`src/rtl/sdram_port_arbiter_if.sv`:
```
// sdram_port_arbiter_if
//   Bundles the three requester ports and the SDRAM controller port of the
//   arbiter.
//   slave  : arbiter side. It takes in the requests, addresses and write data
//            and drives the per-port readies and the controller request.
//   master : environment side (requesters and controller), the mirror image.
//   Signals:
//     p1_req/p1_address/p1_ready                     program cache fill (read)
//     p2_req/p2_wren/p2_address/p2_to_mem/p2_ready   data cache
//     p3_req/p3_wren/p3_address/p3_to_mem/p3_ready   video/aux, narrow address
//     p_offset                                       word index broadcast
//     mem_req/mem_wren/mem_address/mem_to_mem        to the controller
//     mem_ready/mem_offset                           from the controller
interface sdram_port_arbiter_if #(
  parameter int ADDR_W    = 32,
  parameter int P3_ADDR_W = 17,
  parameter int DATA_W    = 16
);
  logic                 p1_req;
  logic [ADDR_W-1:0]    p1_address;
  logic                 p1_ready;
  logic                 p2_req;
  logic                 p2_wren;
  logic [ADDR_W-1:0]    p2_address;
  logic [DATA_W-1:0]    p2_to_mem;
  logic                 p2_ready;
  logic                 p3_req;
  logic                 p3_wren;
  logic [P3_ADDR_W-1:0] p3_address;
  logic [DATA_W-1:0]    p3_to_mem;
  logic                 p3_ready;
  logic [1:0]           p_offset;
  logic                 mem_req;
  logic                 mem_wren;
  logic [ADDR_W-1:0]    mem_address;
  logic [DATA_W-1:0]    mem_to_mem;
  logic                 mem_ready;
  logic [1:0]           mem_offset;

  modport slave (
    input  p1_req, p1_address,
    input  p2_req, p2_wren, p2_address, p2_to_mem,
    input  p3_req, p3_wren, p3_address, p3_to_mem,
    input  mem_ready, mem_offset,
    output p1_ready, p2_ready, p3_ready, p_offset,
    output mem_req, mem_wren, mem_address, mem_to_mem
  );

  modport master (
    output p1_req, p1_address,
    output p2_req, p2_wren, p2_address, p2_to_mem,
    output p3_req, p3_wren, p3_address, p3_to_mem,
    output mem_ready, mem_offset,
    input  p1_ready, p2_ready, p3_ready, p_offset,
    input  mem_req, mem_wren, mem_address, mem_to_mem
  );
endinterface

```
`src/rtl/sdram_port_arbiter.sv`:
```
// sdram_port_arbiter
//   Shares one SDRAM controller port between three requesters. Every
//   transaction is a fixed 4-word burst. In IDLE the arbiter latches one
//   winner. p3 wins by priority, but a starvation guard limits it to
//   STARVE_LIMIT consecutive grants while p1 or p2 is waiting. p1 and p2
//   alternate through a round-robin slot. The arbiter holds the winner's
//   address and write flag for the whole burst and routes the controller's
//   word strobe back to that winner only.
//   Ports:
//     clk  system clock
//     rst  synchronous, active-high reset
//     bus  requester and controller signals (slave view of
//          sdram_port_arbiter_if)
module sdram_port_arbiter #(
  parameter int ADDR_W       = 32,
  parameter int P3_ADDR_W    = 17,
  parameter int DATA_W       = 16,
  parameter int BURST_LEN    = 4,
  parameter int STARVE_LIMIT = 3
) (
  input  logic                  clk,
  input  logic                  rst,
  sdram_port_arbiter_if.slave   bus
);
  localparam int         SC_W     = $clog2(STARVE_LIMIT + 1);
  localparam logic [1:0] LAST_OFF = 2'(BURST_LEN - 1);
  localparam logic       RR_P1    = 1'b0;
  localparam logic       RR_P2    = 1'b1;

  typedef enum logic [1:0] {IDLE = 2'd0, BUSY = 2'd1, GAP = 2'd2} state_t;
  typedef enum logic [1:0] {G_NONE = 2'd0, G_P1 = 2'd1, G_P2 = 2'd2, G_P3 = 2'd3} grant_t;

  state_t            state, state_d;
  grant_t            grant, grant_d;
  logic [ADDR_W-1:0] mem_address_q, addr_d;
  logic              mem_wren_q, wren_d;
  logic [SC_W-1:0]   starve_cnt, starve_d;
  logic              rr_last, rr_d;

  logic p12_req, starve_full, p3_win, pick_p2;

  assign p12_req     = bus.p1_req | bus.p2_req;
  assign starve_full = (starve_cnt == SC_W'(STARVE_LIMIT));
  // p3 loses its priority only when it has used up its run AND someone else is waiting
  assign p3_win      = bus.p3_req & ~(starve_full & p12_req);
  // p2 wins a p1/p2 tie only when p1 took the last shared slot
  assign pick_p2     = bus.p2_req & (~bus.p1_req | (rr_last == RR_P1));

  always_ff @(posedge clk) begin
    if (rst) begin
      state         <= IDLE;
      grant         <= G_NONE;
      mem_address_q <= '0;
      mem_wren_q    <= 1'b0;
      starve_cnt    <= '0;
      rr_last       <= RR_P1;
    end else begin
      state         <= state_d;
      grant         <= grant_d;
      mem_address_q <= addr_d;
      mem_wren_q    <= wren_d;
      starve_cnt    <= starve_d;
      rr_last       <= rr_d;
    end
  end

  always_comb begin
    state_d  = state;
    grant_d  = grant;
    addr_d   = mem_address_q;
    wren_d   = mem_wren_q;
    starve_d = starve_cnt;
    rr_d     = rr_last;
    case (state)
      IDLE: begin
        if (p3_win) begin
          state_d = BUSY;
          grant_d = G_P3;
          addr_d  = {{(ADDR_W-P3_ADDR_W){1'b0}}, bus.p3_address};
          wren_d  = bus.p3_wren;
          if (p12_req && !starve_full) starve_d = starve_cnt + 1'b1;
        end else if (p12_req) begin
          state_d  = BUSY;
          starve_d = '0;
          if (pick_p2) begin
            grant_d = G_P2;
            addr_d  = bus.p2_address;
            wren_d  = bus.p2_wren;
          end else begin
            grant_d = G_P1;
            addr_d  = bus.p1_address;
            wren_d  = 1'b0;
          end
          if (bus.p1_req && bus.p2_req) rr_d = pick_p2 ? RR_P2 : RR_P1;
        end
      end
      BUSY: begin
        // The controller cannot abort, so a dropped req does not end the burst.
        // Only the final word ends it.
        if (bus.mem_ready && bus.mem_offset == LAST_OFF) begin
          state_d = GAP;
          grant_d = G_NONE;
        end
      end
      GAP:     state_d = IDLE;  // gives the finished requester one cycle to drop req
      default: state_d = IDLE;
    endcase
  end

  logic              busy;
  logic [DATA_W-1:0] wdata;

  assign busy = (state == BUSY);

  always_comb begin
    wdata = '0;
    case (grant)
      G_P2:    wdata = bus.p2_to_mem;
      G_P3:    wdata = bus.p3_to_mem;
      default: wdata = '0;
    endcase
  end

  // The grant is one value, so the three readies are one-hot or all zero
  assign bus.p1_ready    = busy & (grant == G_P1) & bus.mem_ready;
  assign bus.p2_ready    = busy & (grant == G_P2) & bus.mem_ready;
  assign bus.p3_ready    = busy & (grant == G_P3) & bus.mem_ready;
  assign bus.p_offset    = bus.mem_offset;
  assign bus.mem_req     = busy;
  assign bus.mem_wren    = mem_wren_q;
  assign bus.mem_address = mem_address_q;
  assign bus.mem_to_mem  = wdata;
endmodule
```
`src/flat_wrapper.sv`:
```
// flat-port wrapper written by rule: the top's interface ports become plain ports
module sdram_port_arbiter_flat 
#(
  parameter int ADDR_W       = 32,
  parameter int P3_ADDR_W    = 17,
  parameter int DATA_W       = 16,
  parameter int BURST_LEN    = 4,
  parameter int STARVE_LIMIT = 3
)
  (clk, rst, bus_p1_req, bus_p1_address, bus_p2_req, bus_p2_wren, bus_p2_address, bus_p2_to_mem, bus_p3_req, bus_p3_wren, bus_p3_address, bus_p3_to_mem, bus_mem_ready, bus_mem_offset, bus_p1_ready, bus_p2_ready, bus_p3_ready, bus_p_offset, bus_mem_req, bus_mem_wren, bus_mem_address, bus_mem_to_mem);
  sdram_port_arbiter_if #(.ADDR_W(ADDR_W), .P3_ADDR_W(P3_ADDR_W), .DATA_W(DATA_W)) bus_i ();
  input  logic clk;
  input  logic rst;
  input wire logic [$bits(bus_i.p1_req)-1:0] bus_p1_req;
  input wire logic [$bits(bus_i.p1_address)-1:0] bus_p1_address;
  input wire logic [$bits(bus_i.p2_req)-1:0] bus_p2_req;
  input wire logic [$bits(bus_i.p2_wren)-1:0] bus_p2_wren;
  input wire logic [$bits(bus_i.p2_address)-1:0] bus_p2_address;
  input wire logic [$bits(bus_i.p2_to_mem)-1:0] bus_p2_to_mem;
  input wire logic [$bits(bus_i.p3_req)-1:0] bus_p3_req;
  input wire logic [$bits(bus_i.p3_wren)-1:0] bus_p3_wren;
  input wire logic [$bits(bus_i.p3_address)-1:0] bus_p3_address;
  input wire logic [$bits(bus_i.p3_to_mem)-1:0] bus_p3_to_mem;
  input wire logic [$bits(bus_i.mem_ready)-1:0] bus_mem_ready;
  input wire logic [$bits(bus_i.mem_offset)-1:0] bus_mem_offset;
  output wire logic [$bits(bus_i.p1_ready)-1:0] bus_p1_ready;
  output wire logic [$bits(bus_i.p2_ready)-1:0] bus_p2_ready;
  output wire logic [$bits(bus_i.p3_ready)-1:0] bus_p3_ready;
  output wire logic [$bits(bus_i.p_offset)-1:0] bus_p_offset;
  output wire logic [$bits(bus_i.mem_req)-1:0] bus_mem_req;
  output wire logic [$bits(bus_i.mem_wren)-1:0] bus_mem_wren;
  output wire logic [$bits(bus_i.mem_address)-1:0] bus_mem_address;
  output wire logic [$bits(bus_i.mem_to_mem)-1:0] bus_mem_to_mem;
  assign bus_i.p1_req = bus_p1_req;
  assign bus_i.p1_address = bus_p1_address;
  assign bus_i.p2_req = bus_p2_req;
  assign bus_i.p2_wren = bus_p2_wren;
  assign bus_i.p2_address = bus_p2_address;
  assign bus_i.p2_to_mem = bus_p2_to_mem;
  assign bus_i.p3_req = bus_p3_req;
  assign bus_i.p3_wren = bus_p3_wren;
  assign bus_i.p3_address = bus_p3_address;
  assign bus_i.p3_to_mem = bus_p3_to_mem;
  assign bus_i.mem_ready = bus_mem_ready;
  assign bus_i.mem_offset = bus_mem_offset;
  assign bus_p1_ready = bus_i.p1_ready;
  assign bus_p2_ready = bus_i.p2_ready;
  assign bus_p3_ready = bus_i.p3_ready;
  assign bus_p_offset = bus_i.p_offset;
  assign bus_mem_req = bus_i.mem_req;
  assign bus_mem_wren = bus_i.mem_wren;
  assign bus_mem_address = bus_i.mem_address;
  assign bus_mem_to_mem = bus_i.mem_to_mem;
  sdram_port_arbiter #(.ADDR_W(ADDR_W), .P3_ADDR_W(P3_ADDR_W), .DATA_W(DATA_W), .BURST_LEN(BURST_LEN), .STARVE_LIMIT(STARVE_LIMIT)) u_core (.clk(clk), .rst(rst), .bus(bus_i));
endmodule
```
`config.mk`:
```
export PLATFORM = sky130hd
export DESIGN_NAME = sdram_port_arbiter_flat
export DESIGN_NICKNAME = d
export VERILOG_FILES = /design/src/rtl/sdram_port_arbiter_if.sv /design/src/rtl/sdram_port_arbiter.sv /design/src/flat_wrapper.sv
export SDC_FILE = /design/constraint.sdc
export NUM_CORES = 1
export LEC_CHECK = 0
export ABC_AREA = 1
export BUFFER_PORTS_ARGS = -buffer_cell sky130_fd_sc_hd__buf_2
export CORE_MARGIN = 2
export CORE_UTILIZATION = 41
export DETAILED_ROUTE_END_ITERATION = 16
export PLACE_DENSITY_LB_ADDON = 0.25
export RECOVER_POWER = 50
export SETUP_SLACK_MARGIN = 0.02
export SLEW_MARGIN = 40
export SYNTH_ARGS = -nofsm -noshare
export SYNTH_HDL_FRONTEND = slang
export SYNTH_SLANG_ARGS = --single-unit
export TNS_END_PERCENT = 1
```
`constraint.sdc`:
```
create_clock -name clk -period 1.5 [get_ports clk]
set_input_delay 0.075 -clock clk [delete_from_list [all_inputs] [get_ports clk]]
set_output_delay 0.075 -clock clk [all_outputs]
set_load 0.01 [all_outputs]
```
==> metrics <==
outcome=complete, no violations; Fmax=736 MHz; drt pass-1 iters=4; remaining antenna violation count=0; CP startpoint=u_core.state[0]; vias in the first global route=2,792; crit path to=bus_p1_ready; die area=0.00674 mm^2; Worst R2R Path Depth=7; Slew Limit Fails=0; CTS tree=yes; Peak VDD IR=0.598 mV; Layout area overhead=40.9%; GRT Total Usage=21.8%; mean post-synth cell area=5.94 um^2; 1st-iter DRT viols=108; fin nets=710; via count=3,200; prevailing post-synth register cell=dfxtp_1; cts bufs inserted=5; clock skew=0.00607 ns; Mapped Area=0.00250 mm^2; Chip Width=82.1 um; DP HPWL=5710 um; EDFF count, synth=0; multi-input logic area=0.00145 mm^2; area fraction of the dominant cell type after synthesis=32.0%; Tightest Pin Transition=0.308 ns; initial core utilization=42.3%; Hold Worst Slack=0.0349 ns; Die H=82.1 um; largest family of logic cells by synthesized area=simple AND/OR/NAND/NOR gates; R2R Path End=u_core.bus.mem_address[10]; dominant cell type by area after synthesis=dfxtp_1; mux contribution to synthesized area=0%; Crit path required time=1.42 ns; GR Overflow Total=0; row count=28; XOR/XNOR Fraction of Synth Area=0%; initial antenna violation count=0; Synth area leaders=dfxtp_1 (32%), nand2_1 (25%), nand3_1 (11%); share of flip-flops with an asynchronous set or reset=0%; clock slew at reported path FFs=0.08 ns; most frequent cell after synthesis=nand2_1; Warnings, synthesis=0; Hold Path Class=primary input to flip-flop; RSZ-0062 raised after global routing=false; Arr. time, crit path=1.28 ns; Crit Path Class=flip-flop to primary output; Post CTS Setup Buffer Count=0; final setup fails=0; Root Buffer=clkbuf_8; max_cap viols=0; Reg area=801 um^2; Post-Synth Adder-Cell Area=0.500%; R2R setup slack=0.15 ns; static leakage=1.97 nW; CTS Buffer Depth=2; first-pass GRT wire length=11,800 um; Period Utilization, post-route=90.5%; hold_buf cts=0; setup TNS=0 ns; I/O Buffers=177; critical path launch point type=flip-flop; via/cell ratio=4.83; top cells by count, synth=nand2_1 (166), nand3_1 (57), nor2_1 (42); drt wl/cell=11.6 um; H-tree depth=2; clock sink count=40; # fillers=613; Seq/Total Area, Yosys=32.0%; post-synthesis compound-gate area fraction=11.6%; post-layout minimum cycle time=1.36 ns; Synth Area in Simple Gates=45.7%; slew margin rel.=79.4%; synthesized netlist cell count=421; final wirelength=7670 um; share of layout cells above drive strength 1=29.5%; CP Max Fanout=4; largest net degree at the start of global routing=39; Distinct cells, synth=24; GPL Wtd Cong=0.822; Core ar.=0.00592 mm^2; count of final hold-check violations=0; Clock Latency Late Sink=0.30 ns; Synth Net Count=545; Ant. Diodes=0; worst r2r src=u_core.state[1]; synthesis-stage register bit count=40; Residual DRC=0; CP Capture Type=primary output; PwrDens=935 mW/mm^2; io pins=178
through the flow:
stage | worst slack [ns] | utilization (%) | area (um^2) | total power, mW | std cells
after floorplan | 0.255 | - | 2500 | 1.97 | 421
after global placement | 0.157 | 58.4 | 3460 | 2.42 | 654
after detailed placement | 0.114 | 58.4 | 3460 | 2.44 | 654
after CTS | 0.0604 | 60.3 | 3570 | 3.36 | 662
after global routing | 0.0274 | 59.6 | 3530 | 3.51 | 662
final | 0.142 | 59.6 | 3530 | 3.30 | 662
placed cells by master (no fill, tap or decap):
cell type,netlist,final
a31oi_1,1,1
nand3b_1,1,1
nand4_1,1,1
buf_4,4,6
ha_1,1,1
o21ai_2,0,1
clkbuf_1,8,36
clkinvlp_4,0,1
bufinv_16,0,1
nor2_2,0,1
nand2_1,166,166
dfxtp_1,40,40
o21ai_1,1,1
nand2_4,2,3
inv_6,0,1
nor2_1,42,41
inv_2,2,2
buf_2,12,141
clkbuf_8,0,5
buf_6,6,1
clkinv_2,0,1
o21ai_0,34,33
nand3_1,57,57
inv_1,14,14
nand2_2,4,3
nor2_4,1,1
a21oi_1,20,21
nor3_1,1,1
buf_12,0,5
power breakdown:
part           switching (mW)  internal, mW  total, mW
logic                   0.656         0.448       1.10
registers              0.0711          1.20       1.27
clock network           0.416         0.502      0.918
total                    1.14          2.15       3.30
state kept, by name, indices dropped and copies added, names as in the netlist:
signal and flops:
u_core.bus.mem_wren 1, u_core.rr_last 1, u_core.bus.mem_address 32, u_core.starve_cnt 2
u_core.state 2, u_core.grant 2
how the worst min path moves through the flow:
stage               start  slack, ns                    to  cells after the start
floorplan             rst       0.14       u_core.grant[0]                      1
global placement      rst       0.34       u_core.grant[0]                      2
detailed placement    rst       0.34  u_core.starve_cnt[1]                      2
CTS                   rst       0.02       u_core.grant[0]                      2
global route          rst       0.03       u_core.grant[1]                      2
finish                rst       0.03  u_core.starve_cnt[1]                      2
cells by family after synthesis:
family | after synthesis
and+or+nand+nor | 275
AOI/OAI and AO/OA | 57
buffers and inverters | 48
DFF | 40
adders and majority gates | 1
cell type report:
cell class | instances | share of cell area [%]
repair buffers | 189 | 28.3
multi-input cells | 333 | 41.2
inverters | 17 | 1.85
clock inverters | 3 | 1.31
clock buffers | 5 | 1.95
well taps | 75 | 2.66
flip-flops and latches | 40 | 22.7
timing repair:
item                                    CTS  global route
cloned                                    0             0
pin swaps                                 0             1
endpoints found under the setup margin   16            15
gates resized for setup                   1             4
per-layer routing:
layer / routed length (um) / vias up / GRT usage, %
met4: 154 / 0 / 9.33
met1: 3300 / 1409 / 25.3
met5: 0 / - / 0
li1: - / 1670 / -
met2: 3780 / 103 / 38.7
met3: 433 / 18 / 4.35
worst max-delay path, cell delays in order (launching register included):
cell and delay [ns]:
dfxtp_1 0.38, inv_1 0.07, nor2_2 0.16, nand2_1 0.11
nor3_1 0.13, buf_2 0.15
(Power assumes the default switching activity.)
